--- src/rtl/can_opb_bridge.sv ---
// OPB slave front-end for the four-channel CAN interface block.
// It decodes one OPB transfer into a single-cycle read or write strobe for
// one channel. Read data is captured a fixed number of cycles after the read
// strobe. Every transfer finishes with a one-cycle transfer ack or error ack.
module can_opb_bridge #(
    parameter logic [5:0]  ADDR_BASE = 6'h01,
    // Cycles from the read strobe to valid CANx_DO. The legal range is 1..7,
    // which fits in the 3-bit wait counter.
    parameter int unsigned RD_LAT    = 2,
    parameter logic [3:0]  CH_EN     = 4'b1111
) (
    input  logic        OPB_CLK,
    input  logic        OPB_RST,
    input  logic        OPB_SEL,
    input  logic        OPB_RNW,
    input  logic [23:0] OPB_ABUS,
    input  logic [31:0] OPB_DBUS_IN,
    output logic [31:0] OPB_DBUS_OUT,
    output logic        OPB_XFERACK,
    output logic        OPB_ERRACK,
    output logic [15:0] CAN_ADDR,
    output logic [31:0] CAN_DI,
    input  logic [31:0] CAN1_DO,
    input  logic [31:0] CAN2_DO,
    input  logic [31:0] CAN3_DO,
    input  logic [31:0] CAN4_DO,
    output logic        CAN1_RE,
    output logic        CAN2_RE,
    output logic        CAN3_RE,
    output logic        CAN4_RE,
    output logic        CAN1_WE,
    output logic        CAN2_WE,
    output logic        CAN3_WE,
    output logic        CAN4_WE
);

    localparam logic [2:0] S_IDLE   = 3'd0;
    localparam logic [2:0] S_STROBE = 3'd1;
    localparam logic [2:0] S_WAIT   = 3'd2;
    localparam logic [2:0] S_ACK    = 3'd3;
    localparam logic [2:0] S_ERR    = 3'd4;
    localparam logic [2:0] S_DONE   = 3'd5;

    logic [2:0]  state_q, state_d;
    logic [1:0]  ch_q, ch_d;
    logic        rnw_q, rnw_d;
    logic [2:0]  cnt_q, cnt_d;
    logic [31:0] rdata_q, rdata_d;
    logic [15:0] addr_q, addr_d;
    logic [31:0] di_q, di_d;

    logic        hit;
    logic [31:0] do_sel;
    logic [3:0]  re_vec;
    logic [3:0]  we_vec;

    assign hit = OPB_SEL && (OPB_ABUS[23:18] == ADDR_BASE);

    // Select the read data of the latched channel
    always_comb begin
        case (ch_q)
            2'd0:    do_sel = CAN1_DO;
            2'd1:    do_sel = CAN2_DO;
            2'd2:    do_sel = CAN3_DO;
            default: do_sel = CAN4_DO;
        endcase
    end

    // Transfer sequencing: decode, strobe, wait for read data, then ack
    always_comb begin
        state_d = state_q;
        ch_d    = ch_q;
        rnw_d   = rnw_q;
        cnt_d   = cnt_q;
        rdata_d = rdata_q;
        addr_d  = addr_q;
        di_d    = di_q;
        case (state_q)
            S_IDLE: begin
                if (hit) begin
                    addr_d  = OPB_ABUS[15:0];
                    ch_d    = OPB_ABUS[17:16];
                    rnw_d   = OPB_RNW;
                    di_d    = OPB_DBUS_IN;
                    rdata_d = 32'd0;
                    state_d = CH_EN[OPB_ABUS[17:16]] ? S_STROBE : S_ERR;
                end
            end
            S_STROBE: begin
                // A dropped select aborts the transfer. The strobe has
                // already been issued and cannot be taken back.
                if (!OPB_SEL) begin
                    state_d = S_IDLE;
                end else if (rnw_q) begin
                    cnt_d   = 3'(RD_LAT - 1);
                    state_d = S_WAIT;
                end else begin
                    state_d = S_ACK;
                end
            end
            S_WAIT: begin
                // An abort takes priority over the capture, so a late abort
                // still produces no ack.
                if (!OPB_SEL) begin
                    state_d = S_IDLE;
                end else if (cnt_q == 3'd0) begin
                    rdata_d = do_sel;
                    state_d = S_ACK;
                end else begin
                    cnt_d = cnt_q - 3'd1;
                end
            end
            S_ACK:   state_d = S_DONE;
            S_ERR:   state_d = S_DONE;
            S_DONE: begin
                // Hold here while select stays high, so a held select cannot
                // start a second transfer.
                if (!OPB_SEL) state_d = S_IDLE;
            end
            default: state_d = S_IDLE;
        endcase
    end

    // State and latched transfer fields, cleared by the asynchronous reset
    always_ff @(posedge OPB_CLK or posedge OPB_RST) begin
        if (OPB_RST) begin
            state_q <= S_IDLE;
            ch_q    <= 2'd0;
            rnw_q   <= 1'b0;
            cnt_q   <= 3'd0;
            rdata_q <= 32'd0;
            addr_q  <= 16'd0;
            di_q    <= 32'd0;
        end else begin
            state_q <= state_d;
            ch_q    <= ch_d;
            rnw_q   <= rnw_d;
            cnt_q   <= cnt_d;
            rdata_q <= rdata_d;
            addr_q  <= addr_d;
            di_q    <= di_d;
        end
    end

    // Per-channel strobes are decoded from the registered state, so the
    // reset drives them low at once
    generate
        for (genvar gi = 0; gi < 4; gi++) begin : g_strobe
            assign re_vec[gi] = (state_q == S_STROBE) &&  rnw_q && (ch_q == 2'(gi));
            assign we_vec[gi] = (state_q == S_STROBE) && !rnw_q && (ch_q == 2'(gi));
        end
    endgenerate

    assign CAN1_RE = re_vec[0];
    assign CAN2_RE = re_vec[1];
    assign CAN3_RE = re_vec[2];
    assign CAN4_RE = re_vec[3];
    assign CAN1_WE = we_vec[0];
    assign CAN2_WE = we_vec[1];
    assign CAN3_WE = we_vec[2];
    assign CAN4_WE = we_vec[3];

    assign OPB_XFERACK  = (state_q == S_ACK);
    assign OPB_ERRACK   = (state_q == S_ERR);
    // The data bus is wired-OR, so it must be zero outside the read ack cycle
    assign OPB_DBUS_OUT = (state_q == S_ACK && rnw_q) ? rdata_q : 32'd0;
    assign CAN_ADDR     = addr_q;
    assign CAN_DI       = di_q;

endmodule

--- config.mk ---
export PLATFORM = sky130hd
export DESIGN_NAME = can_opb_bridge
export DESIGN_NICKNAME = d
export VERILOG_FILES = /design/src/rtl/can_opb_bridge.sv
export SDC_FILE = /design/constraint.sdc
export NUM_CORES = 1
export LEC_CHECK = 0
export CAP_MARGIN = 10
export CORE_ASPECT_RATIO = 0.5
export CORE_MARGIN = 3
export CORE_UTILIZATION = 40
export DETAILED_ROUTE_END_ITERATION = 7
export PLACE_DENSITY = 0.83
export SLEW_MARGIN = 25
export SYNTH_ARGS = -nofsm -noshare
export SYNTH_HDL_FRONTEND = slang
export SYNTH_SLANG_ARGS = --single-unit
--- constraint.sdc ---
create_clock -name OPB_CLK -period 4.9 [get_ports OPB_CLK]
set_clock_uncertainty 0.1 [all_clocks]
set_input_delay 0.49 -clock OPB_CLK [delete_from_list [all_inputs] [get_ports OPB_CLK]]
set_output_delay 0.49 -clock OPB_CLK [all_outputs]
set_load 0.01 [all_outputs]
# Yosys cells after proc, flatten, opt, wreduce, memory -nomap -nowiden
# Cells that the tools add are included.
# classes
addsub,1
order_cmp,1
eq_ne,17
muxes,21
reduce_logical,23
# op_table
op,n
2-to-1 mux 32 bit,4
case mux 32 bit (3 select lines),1
case mux 32 bit (2 select lines),1
2-to-1 mux 3 bit,9
case mux 3 bit (5 select lines),1
inequality test 2 bit (second input constant),7
logical AND 1 bit,12
== test 3 x 2 -> 1 bit (second input constant),2
== test 3 bit (second input constant),2
== test 6 x 1 -> 1 bit (second input constant),1
logical NOT 3 bit,2
case mux 3 bit (2 select lines),1
AND reduction 5 bit,1
== test 2 bit (second input constant),2
AND reduction 4 bit,1
nonzero test 2 bit,2
== test 3 x 1 -> 1 bit (second input constant),1
less-than comparator 2 x 3 -> 1 bit (second input constant),1
inequality test 3 bit (second input constant),1
AND reduction 3 bit,1
subtractor 3 x 1 -> 3 bit (second input constant),1
binary-select mux 1 bit (select 2 bit),1
== test 2 x 1 -> 1 bit (second input constant),1
logical NOT 2 bit,1
other kinds (5),6
# totals
regBits,89
inputBits,188
out_inout_bits,90
elab_cells,70

# Logic depth before layout (Yosys ltp)
# logic_depth
ltp_word,5
mapped_depth,6
depth_no_buf,5

# Worst setup path after synthesis
# OpenSTA, ideal clock, no wires.
# synth_timing
kind,register to output
from,reg state_q[0]
to,out OPB_DBUS_OUT[10]
arrival_time_ns,1.257
slack_ns,3.053
path_stages_with_launch,6
path_buffers,2
path_cell_list,dfrtp_1 -> buf_2 -> nor2b_1 -> and3_1 -> clkbuf_1 -> and2_1
# synth_between
elab_chain_cells,3
# synth_rtl
element,line_no,source
"start, declared",44,"logic [2:0] state_q, state_d;"
"start signal, assigned",135,state_q <= state_d;
== test 3 x 2 -> 1 bit,166,assign OPB_DBUS_OUT = (state_q == S_ACK && rnw_q) ? rdata_q : 32'd0;
logical AND 1 bit,166,
2-to-1 mux 32 bit,166,
"end, declared",18,"output logic [31:0] OPB_DBUS_OUT,"
# No other way between the ends.

# Worst setup path after layout
# layout_timing
from,reg state_q[0]
to,out OPB_DBUS_OUT[17]
# Same word-level chain as after synthesis.

==> run_results.csv <==
group,metric,value,unit
outcome,status,"completed",
routing,dr.pass1.iters,4,
critical_path,worst_setup_path_start_kind,"register",
layout,area_growth_syn_to_layout,64.1,%
synthesis,synth-xor-area-share,0.179,%
grt,grt_max_degree,47,
pwr,ir_worst_vdd,0.228,mV
die,die_y,84.2,µm
synthesis,muxShareOfSynthArea,29.5,%
synthesis,synth_top_family_by_area,"multiplexers",
layout,final_cell_mix,"277 x clkdlybuf4s50_1, 88 x dfrtp_1, 40 x mux2_4",
critical_path,worstSetupEndpointType,"output port",
sta,max_freq,301,MHz
die,fp-row-count,27,
routing,vias,3987,
grt,first_global_vias,4255,
die,initial_utilization,42.8,%
sta,setup_violations,0,
die,core-area,11500,µm²
routing,wl_per_cell,18.8,µm
place,io_buffer_count,277,
clock_network,cts_max_level,3,
routing,vias_per_cell,5.12,
pwr,p_per_area,335,nW/µm²
hold_path,hold_class,"register to register",
place,dp_hpwl,11.4,mm
grt,antenna_found_initial,0,
sta,hold_viol,0,
clock_network,cts.sinks,89,
die,ios,278,
clock_network,cts_buffer_depth,2,
sta,timing.final.crit_period,3330,ps
synthesis,yosys_warnings,0,
routing,drtAntennaViolNets,0,
synthesis,yosysSeqAreaShare,45.5,%
critical_path,crit_path_max_fanout,32,
layout,layout_commonest_cell,"clkdlybuf4s50_1",
layout,nets,805,
clock_network,cts_resized,0,
layout,layout.cells.non_filler,779,
layout,drive_gt1_share,18.1,%
pwr,leakage,3.22,nW
sta,setup_tns,0,ps
die,die_w,162,µm
layout,n_antenna_cell,0,
sta,min_period_over_period,67.9,%
sta,worst_slew_pin_slew,946,ps
clock_network,post-cts-setup-buffers,0,
sta,maxSlewHeadroom,36.9,%
clock_network,root_buffer,"clkbuf_16",
synthesis,synthesis.nets,541,
routing,drt_iter0_markers,202,
clock_network,postCtsHoldBufs,0,
die,die-area,13700,µm²
grt,grt_usage,21.1,%
synthesis,syn_avg_cell_area,13.9,µm²
synthesis,ys_types,37,
synthesis,synth_compound_area_share,10.5,%
clock_network,cts_buffers,9,
place,dp.cells,763,
place,dp_slack,1980,ps
synthesis,synth_area,4900,µm²
synthesis,synth_cells,351,
place,globalplace.congestion,0.834,
routing,drc_errors,0,
sta,setup_ws,1570,ps
clock_network,clk_pin_slew,70,ps
run,drv_cap,0,
grt,grt_overflow,0,
routing,wl,14.6,mm
clock_network,worstSkewPairLatency,330,ps
sta,rsz0062_at_grt,"false",
synthesis,ys_ff_latch,89,
grt,grt_first_pass_wirelength,23.1,mm
sta,slew_viol_final,0,
synthesis,synthAdderAreaFrac,0.511,%
critical_path,required,4310,ps
critical_path,crit_type,"register to output port",
critical_path,crit_arrival,2740,ps
synthesis,yosys.area_share.simple,8.61,%
clock_network,cts_tree,"yes",
cell families after synthesis:
family | count (synthesis)
flops | 89
mux | 83
compound gates | 74
simple gates | 66
buf+inv | 36
fa+ha+maj | 2
xor+xnor | 1
state kept, by name, summed over array words and instances, names as in the netlist:
| signal | count |
|---|---|
| ch_q | 2 |
| CAN_DI | 32 |
| CAN_ADDR | 16 |
| rnw_q | 1 |
| state_q | 3 |
| cnt_q | 3 |
| rdata_q | 32 |
path summary, 6_finish.rpt:
check	startpoint	endpoint	slack, ps	cells past startpoint
min reg2reg	cnt_q[1]	cnt_q[1]	390	1
max in group asynchronous	OPB_RST	ch_q[0]	3130	3
max	state_q[0]	OPB_DBUS_OUT[17]	1570	4
min	cnt_q[1]	cnt_q[1]	390	1
max reg2reg	state_q[0]	rdata_q[6]	2430	4
min in group asynchronous	OPB_RST	CAN_DI[22]	470	2
metrics by stage:
stage / instance area, µm² / total power [mW] / hold slack [ps] / util [%]
after floorplan: 4900 / 1.56 / 350 / -
after global placement: 7680 / 1.94 / 358 / 67.0
after detailed placement: 7720 / 1.98 / 374 / 67.4
after CTS: 8040 / 2.72 / 396 / 70.2
after global routing: 8040 / 2.85 / 407 / 70.2
final: 8040 / 2.70 / 389 / 70.2
power breakdown:
group	total [mW]	switching (mW)	internal, mW
registers	1.05	0.126	0.920
logic	0.914	0.352	0.562
clock network	0.735	0.287	0.449
worst max-delay path, stage by stage (launching register included):
cell	delay, ps
dfrtp_1	520
nor2b_1	240
and3_1	810
and2_1	240
clkdlybuf4s50_1	580
final cells by class:
type | instances | area [µm²]
fillers | 821 | 3420
repair buffers | 285 | 2860
multi-input cells | 226 | 2410
flip-flops and latches | 89 | 2230
clock buffers | 10 | 229
well taps | 159 | 199
clock inverters | 6 | 91.3
inverters | 4 | 16.3
metal layers:
| layer | wire (µm) | share of wire [%] | global-route usage [%] |
|---|---|---|---|
| met5 | 0 | 0 | 0 |
| met3 | 670 | 4.6 | 2.96 |
| met1 | 6060 | 41 | 26.8 |
| met2 | 7700 | 53 | 38.5 |
| met4 | 195 | 1.3 | 5.03 |
synth_stat cells:
| library cell | number | area share, % |
|---|---|---|
| o21ai_0 | 32 | 3.3 |
| dfrtp_1 | 89 | 45 |
| a2111oi_0 | 1 | 0.18 |
| mux2_4 | 40 | 12 |
| o2bb2ai_1 | 32 | 5.7 |
| xnor2_1 | 1 | 0.18 |
| nor2b_1 | 2 | 0.26 |
| nand2_1 | 2 | 0.15 |
| nor3_2 | 1 | 0.20 |
| buf_6 | 2 | 0.46 |
| clkbuf_1 | 12 | 0.92 |
| mux4_2 | 32 | 15 |
| and3_4 | 1 | 0.23 |
| buf_4 | 4 | 0.61 |
| ha_1 | 2 | 0.51 |
| buf_1 | 1 | 0.077 |
| nor4_1 | 1 | 0.13 |
| nor4b_1 | 1 | 0.18 |
| a21o_1 | 2 | 0.31 |
| nand2b_1 | 5 | 0.64 |
| mux2_2 | 11 | 2.5 |
| nand4bb_4 | 1 | 0.56 |
| and3b_1 | 1 | 0.18 |
| a21boi_0 | 1 | 0.15 |
| and3_1 | 1 | 0.13 |
| buf_12 | 5 | 2.0 |
| nand4bb_1 | 1 | 0.23 |
| nor3_1 | 5 | 0.51 |
| o22a_1 | 1 | 0.18 |
| o21bai_1 | 1 | 0.15 |
| nor3b_1 | 2 | 0.31 |
| a211o_1 | 1 | 0.18 |
| nor2_1 | 9 | 0.69 |
| and2_1 | 33 | 4.2 |
| a21oi_1 | 3 | 0.31 |
| inv_1 | 4 | 0.31 |
| buf_2 | 8 | 0.82 |
(Power assumes the default switching activity.)
